<file path="src/rtl/logic_pkg.sv">
// Shared definitions for the pipelined logic unit: opcode encoding and default sizing.
package logic_pkg;

  typedef enum logic [2:0] {
    OP_AND   = 3'd0,
    OP_OR    = 3'd1,
    OP_NOTA  = 3'd2,
    OP_NAND  = 3'd3,
    OP_NOR   = 3'd4,
    OP_XOR   = 3'd5,
    OP_XNOR  = 3'd6,
    OP_PASSB = 3'd7
  } op_e;

  localparam int DEF_WIDTH  = 8;
  localparam int DEF_STAGES = 2;
  localparam int DEF_CNT_W  = 16;

endpackage

</file>
<file path="src/rtl/logic_func.sv">
// Purely combinational opcode-to-result function; shared with the gate block tests.
module logic_func
  import logic_pkg::*;
#(
  parameter int WIDTH = DEF_WIDTH
) (
  input  logic [WIDTH-1:0] a,
  input  logic [WIDTH-1:0] b,
  input  logic [2:0]       op,
  output logic [WIDTH-1:0] y
);

  always_comb begin
    y = '0;
    unique case (op_e'(op))
      OP_AND:   y = a & b;
      OP_OR:    y = a | b;
      OP_NOTA:  y = ~a;
      OP_NAND:  y = ~(a & b);
      OP_NOR:   y = ~(a | b);
      OP_XOR:   y = a ^ b;
      OP_XNOR:  y = ~(a ^ b);
      OP_PASSB: y = b;
    endcase
  end

endmodule

</file>
<file path="src/rtl/logic_unit_pipe.sv">
// Elastic STAGES-deep pipeline around logic_func, adding zero/parity flags and a
// counter of completed output handshakes.
module logic_unit_pipe
  import logic_pkg::*;
#(
  parameter int WIDTH  = DEF_WIDTH,
  parameter int STAGES = DEF_STAGES,
  parameter int CNT_W  = DEF_CNT_W
) (
  input  logic             clk,
  input  logic             rst,
  input  logic             in_valid,
  output logic             in_ready,
  input  logic [WIDTH-1:0] A,
  input  logic [WIDTH-1:0] B,
  input  logic [2:0]       op,
  output logic             out_valid,
  input  logic             out_ready,
  output logic [WIDTH-1:0] Y,
  output logic             zero,
  output logic             parity,
  output logic [CNT_W-1:0] op_count
);

  logic [WIDTH-1:0]  func_y;
  logic [STAGES-1:0] v_q, v_d, z_q, z_d, p_q, p_d;
  logic [STAGES-1:0] up_v, up_z, up_p, ready;
  logic [WIDTH-1:0]  y_q [STAGES];
  logic [WIDTH-1:0]  y_d [STAGES];
  logic [WIDTH-1:0]  up_y [STAGES];
  logic [CNT_W-1:0]  cnt_q, cnt_d;

  logic_func #(.WIDTH(WIDTH)) u_func (
    .a  (A),
    .b  (B),
    .op (op),
    .y  (func_y)
  );

  // A stage can take new data unless it and every stage after it are full and the
  // consumer is stalling; written flat so there is no combinational ready chain.
  generate
    for (genvar gi = 0; gi < STAGES; gi++) begin : g_stage
      if (gi == 0) begin : g_head
        assign up_v[gi] = in_valid;
        assign up_y[gi] = func_y;
        assign up_z[gi] = ~|func_y;
        assign up_p[gi] = ^func_y;
      end else begin : g_body
        assign up_v[gi] = v_q[gi-1];
        assign up_y[gi] = y_q[gi-1];
        assign up_z[gi] = z_q[gi-1];
        assign up_p[gi] = p_q[gi-1];
      end
      assign ready[gi] = out_ready | ~(&v_q[STAGES-1:gi]);
    end
  endgenerate

  always_comb begin
    v_d = v_q;
    z_d = z_q;
    p_d = p_q;
    y_d = y_q;
    for (int k = 0; k < STAGES; k++) begin
      if (ready[k]) begin
        v_d[k] = up_v[k];
        if (up_v[k]) begin
          y_d[k] = up_y[k];
          z_d[k] = up_z[k];
          p_d[k] = up_p[k];
        end
      end
    end
  end

  always_comb begin
    cnt_d = cnt_q;
    if (out_valid && out_ready) begin
      cnt_d = cnt_q + CNT_W'(1);
    end
  end

  always_ff @(posedge clk) begin
    if (rst) begin
      v_q   <= '0;
      z_q   <= '0;
      p_q   <= '0;
      cnt_q <= '0;
      for (int k = 0; k < STAGES; k++) begin
        y_q[k] <= '0;
      end
    end else begin
      v_q   <= v_d;
      z_q   <= z_d;
      p_q   <= p_d;
      y_q   <= y_d;
      cnt_q <= cnt_d;
    end
  end

  assign in_ready  = ready[0];
  assign out_valid = v_q[STAGES-1];
  assign Y         = y_q[STAGES-1];
  assign zero      = z_q[STAGES-1];
  assign parity    = p_q[STAGES-1];
  assign op_count  = cnt_q;

endmodule

</file>
<file path="config.mk">
export PLATFORM = sky130hd
export DESIGN_NAME = logic_unit_pipe
export DESIGN_NICKNAME = d
export VERILOG_FILES = /design/src/rtl/logic_pkg.sv /design/src/rtl/logic_func.sv /design/src/rtl/logic_unit_pipe.sv
export SDC_FILE = /design/constraint.sdc
export NUM_CORES = 1
export LEC_CHECK = 0
export BUFFER_PORTS_ARGS = -buffer_cell sky130_fd_sc_hd__buf_2
export CORE_MARGIN = 2
export CORE_UTILIZATION = 55
export CTS_CLUSTER_SIZE = 40
export DETAILED_ROUTE_END_ITERATION = 6
export GPL_TIMING_DRIVEN = 1
export PLACE_DENSITY = 0.8
export SLEW_MARGIN = 5
export SYNTH_ARGS = -nofsm -noshare
export SYNTH_HDL_FRONTEND = slang
export SYNTH_SLANG_ARGS = --single-unit
</file>
<file path="constraint.sdc">
create_clock -name clk -period 2.5 [get_ports clk]
set_input_delay 0.25 -clock clk [delete_from_list [all_inputs] [get_ports clk]]
set_output_delay 0.25 -clock clk [all_outputs]
set_load 0.02 [all_outputs]
</file>
==> flow_summary_export.csv <==
group,metric,value,unit
status,outcome,"complete, no violations",
critical_path,r2r-start,"op_count[5]$_SDFFE_PP0P_",
finish,stdcell_area,0.002831,sq mm
critical_path,end_kind,"flop",
global_routing,grt_pass1_vias,1945,
synth,synth_nets,331,
synth,yosysWarnings,0,
sta,fin_ws,0.3993,ns
placed_design,port_buffers,50,
synth,synth_top_family_by_area,"simple AND/OR/NAND/NOR gates",
synth,synthAdderAreaFrac,0.1069,
pwr,power_frac_clock,0.397,
cts,clock_latency,0.29,ns
cts,root_buffer,"clkbuf_8",
finish,nets,377,
pwr,power.share.switching,0.2523,
global_routing,antenna_found_initial,0,
finish,area_growth,15.17,%
pwr,intPower,1.167,mW
die,io_pins,51,
pwr,p_sw,393.8,uW
cts,cts_made_buffers,5,
die,die_h,70.86,um
critical_path,critPathArrivalTime,2.31,ns
critical_path,crit_required,2.71,ns
sta,rsz0062_at_grt,"no",
cts,cts_tree,"done",
cts,path_clk_slew,0.07,ns
routing,vias,2103,
synth,synth_simple_gate_area_share,0.1883,
sta,fin_crit,2.101,ns
synth,synth_area_leaders,"dfxtp_1 31%, ha_1 11%, nor2_1 6.1%",
global_routing,grt_overflow,0,
critical_path,cp-start-kind,"input port",
synth,synthMuxAreaShare,0.09262,
sta,fmax,476.0,MHz
global_routing,grt_max_degree,41,
routing,first_iter_violations,59,
placed_design,place_ws,0.09727,ns
routing,first_pass_iters,4,
cts,clockBufferDepth,2,
pwr,power.total,1.561,mW
die,die_width,70.86,um
global_routing,grt_first_pass_wirelength,8211,um
cts,cts_resized,0,
sta,slew_violations,0,
synth,synth_xor_area_frac,0.06056,
finish,nFillCells,383,
synth,synthArstFlopShare,0,
routing,avgViaCountPerCell,5.448,
placed_design,routabilityCongestion,0.8647,
synth,netlist.area_leader.share,0.3094,
finish,diodes,0,
routing,routed_wirelength,4785,um
sta,setup_viol,0,
pwr,power_per_cell_area,551.2,mW/mm^2
synth,synth_area,0.002459,sq mm
routing,drc,0,
pwr,leakage,1.346,nW
synth,synth_edf_count,0,
synth,synth_area_leader_cell,"dfxtp_1",
sta,final.setup.tns,0,ns
sta,hold_violations,0,
die,dieArea,0.005021,sq mm
synth,synth_compound_area_frac,0.1578,
synth,synth_cell_types,54,
sta,fin_crit_sh,0.8403,
die,core,0.004324,sq mm
placed_design,dp_hpwl,3624,um
pwr,vdd_drop_max,385.8,uV
critical_path,crit_fanout,20,
cts,htree_levels,2,
job,max_cap_violations,0,
placed_design,place_area,0.002694,sq mm
synth,synth-seq-area-share,0.3094,
pwr,p_seq_frac,0.412,
worst_hold_path,hold_class,"in -> reg",
finish,fin_util,0.6548,
pwr,combPwrFrac,0.191,
worst_hold_path,hp-start,"in_valid",
synth,synth.avg_cell_area,8.567,sq um
cts,postCtsHoldBufs,0,
sta,tightest_slew,0.6913,ns
sta,max_slew_margin,0.5391,
finish,drive_gt1_frac,0.2335,
routing,ant_nets,0,
sta,skew,0.006112,ns
synth,synthCells,287,
cts,post-cts-setup-buffers,0,
cts,clock_sinks,38,
critical_path,crit_start,"op[1]",
global_routing,track_usage,0.2015,
routing,wl_per_cell,12.40,um
critical_path,criticalPathCategory,"in -> reg",
synth,synthFlopType,"dfxtp_1",
die,initial_utilization,0.5686,
die,fp-row-count,24,
synth,synth-seq-cells,38,
[cell type report]
cell class                      instances  area [sq um]  area share
Inverter                               26         97.59     0.03447
Clock inverter                          3         68.82     0.02430
Timing Repair Buffer                   54         280.3     0.09898
Multi-Input combinational cell        208          1490      0.5263
Clock buffer                            5         68.82     0.02430
Sequential cell                        38         760.7      0.2687
Tap cell                               52         65.06     0.02298
[worst max-delay path, stage by stage]
cell and delay (ns):
buf_2 0.30, inv_1 0.27, mux2i_1 0.17, mux4_2 0.50, ha_1 0.32, xnor2_1 0.20
xnor2_1 0.08, a211oi_1 0.21
[state kept, by name, summed over array words and instances, names as in the netlist]
signal	count
op_count	16
Y	8
up_y	8
p_q	2
v_q	2
z_q	2
[cells by family (layout without fill, tap and decap cells)]
group	Yosys count	after routing
xor+xnor	17	17
compound gates	54	54
flops	38	38
mux	18	18
simple gates	98	98
buf+inv	41	88
fa+ha+maj	21	21
[power groups by stage]
stage | combinational, mW | clock (mW) | sequential [mW]
final | 0.298 | 0.619 | 0.644
after global routing | 0.337 | 0.658 | 0.647
after CTS | 0.301 | 0.634 | 0.644
after detailed placement | 0.300 | 0 | 0.658
after global placement | 0.292 | 0 | 0.657
after floorplan | 0.229 | 0 | 0.663
[path summary, 6_finish.rpt]
check        slack [ns]                   endpoint  cells past startpoint
max                0.40        p_q[0]$_SDFFE_PP0P_                      8
min                0.22        v_q[0]$_SDFFE_PP0N_                      3
max reg2reg        0.86  op_count[13]$_SDFFE_PP0P_                      5
min reg2reg        0.49        v_q[1]$_SDFFE_PP0N_                      2
[cell usage in the layout (no fill, tap or decap), types with 2 or more instances in the layout]
cell	synthesis	layout
a211oi_1	8	8
a211oi_2	2	2
a21o_1	2	2
a21oi_1	9	9
and2_1	2	2
buf_2	4	50
buf_4	1	4
bufinv_16	0	2
clkbuf_8	0	5
dfxtp_1	38	38
ha_1	21	21
inv_1	25	25
mux2i_1	13	13
mux4_2	2	2
nand2_1	19	19
nand2b_1	2	2
nand3_1	9	9
nand3b_1	3	3
nand4_1	6	6
nor2_1	40	40
nor3_1	3	3
o211ai_1	3	3
o21a_1	2	2
o21ai_0	12	11
o21ai_1	1	2
o21ai_2	2	2
o22ai_1	2	2
o31ai_1	2	2
or2_1	2	2
or2_2	2	2
or3_1	3	3
xnor2_1	9	9
xor2_1	8	8
[synth_stat cells, types with 3 or more instances]
cell type,number
nor2_1,40
dfxtp_1,38
inv_1,25
ha_1,21
nand2_1,19
mux2i_1,13
o21ai_0,12
a21oi_1,9
nand3_1,9
xnor2_1,9
a211oi_1,8
xor2_1,8
buf_6,6
nand4_1,6
buf_2,4
clkbuf_1,3
nand3b_1,3
nor3_1,3
o211ai_1,3
or3_1,3
[per-stage QoR]
stage / hold slack (ns) / std cells
4_1_cts: 0.2087 / 386
6_report: 0.2193 / 386
3_3_place_gp: 0.4686 / 378
3_5_place_dp: 0.4780 / 378
5_1_grt: 0.2281 / 386
2_1_floorplan: 0.3552 / 287
[per-layer routing]
metal,routed length (um),up-vias,track usage
met3,175,9,0.04843
li1,-,1081,-
met2,2352,36,0.3520
met1,2166,977,0.2413
met4,90,0,0.07128
met5,0,-,0
Note: power is estimated with default switching activity, not from simulation.
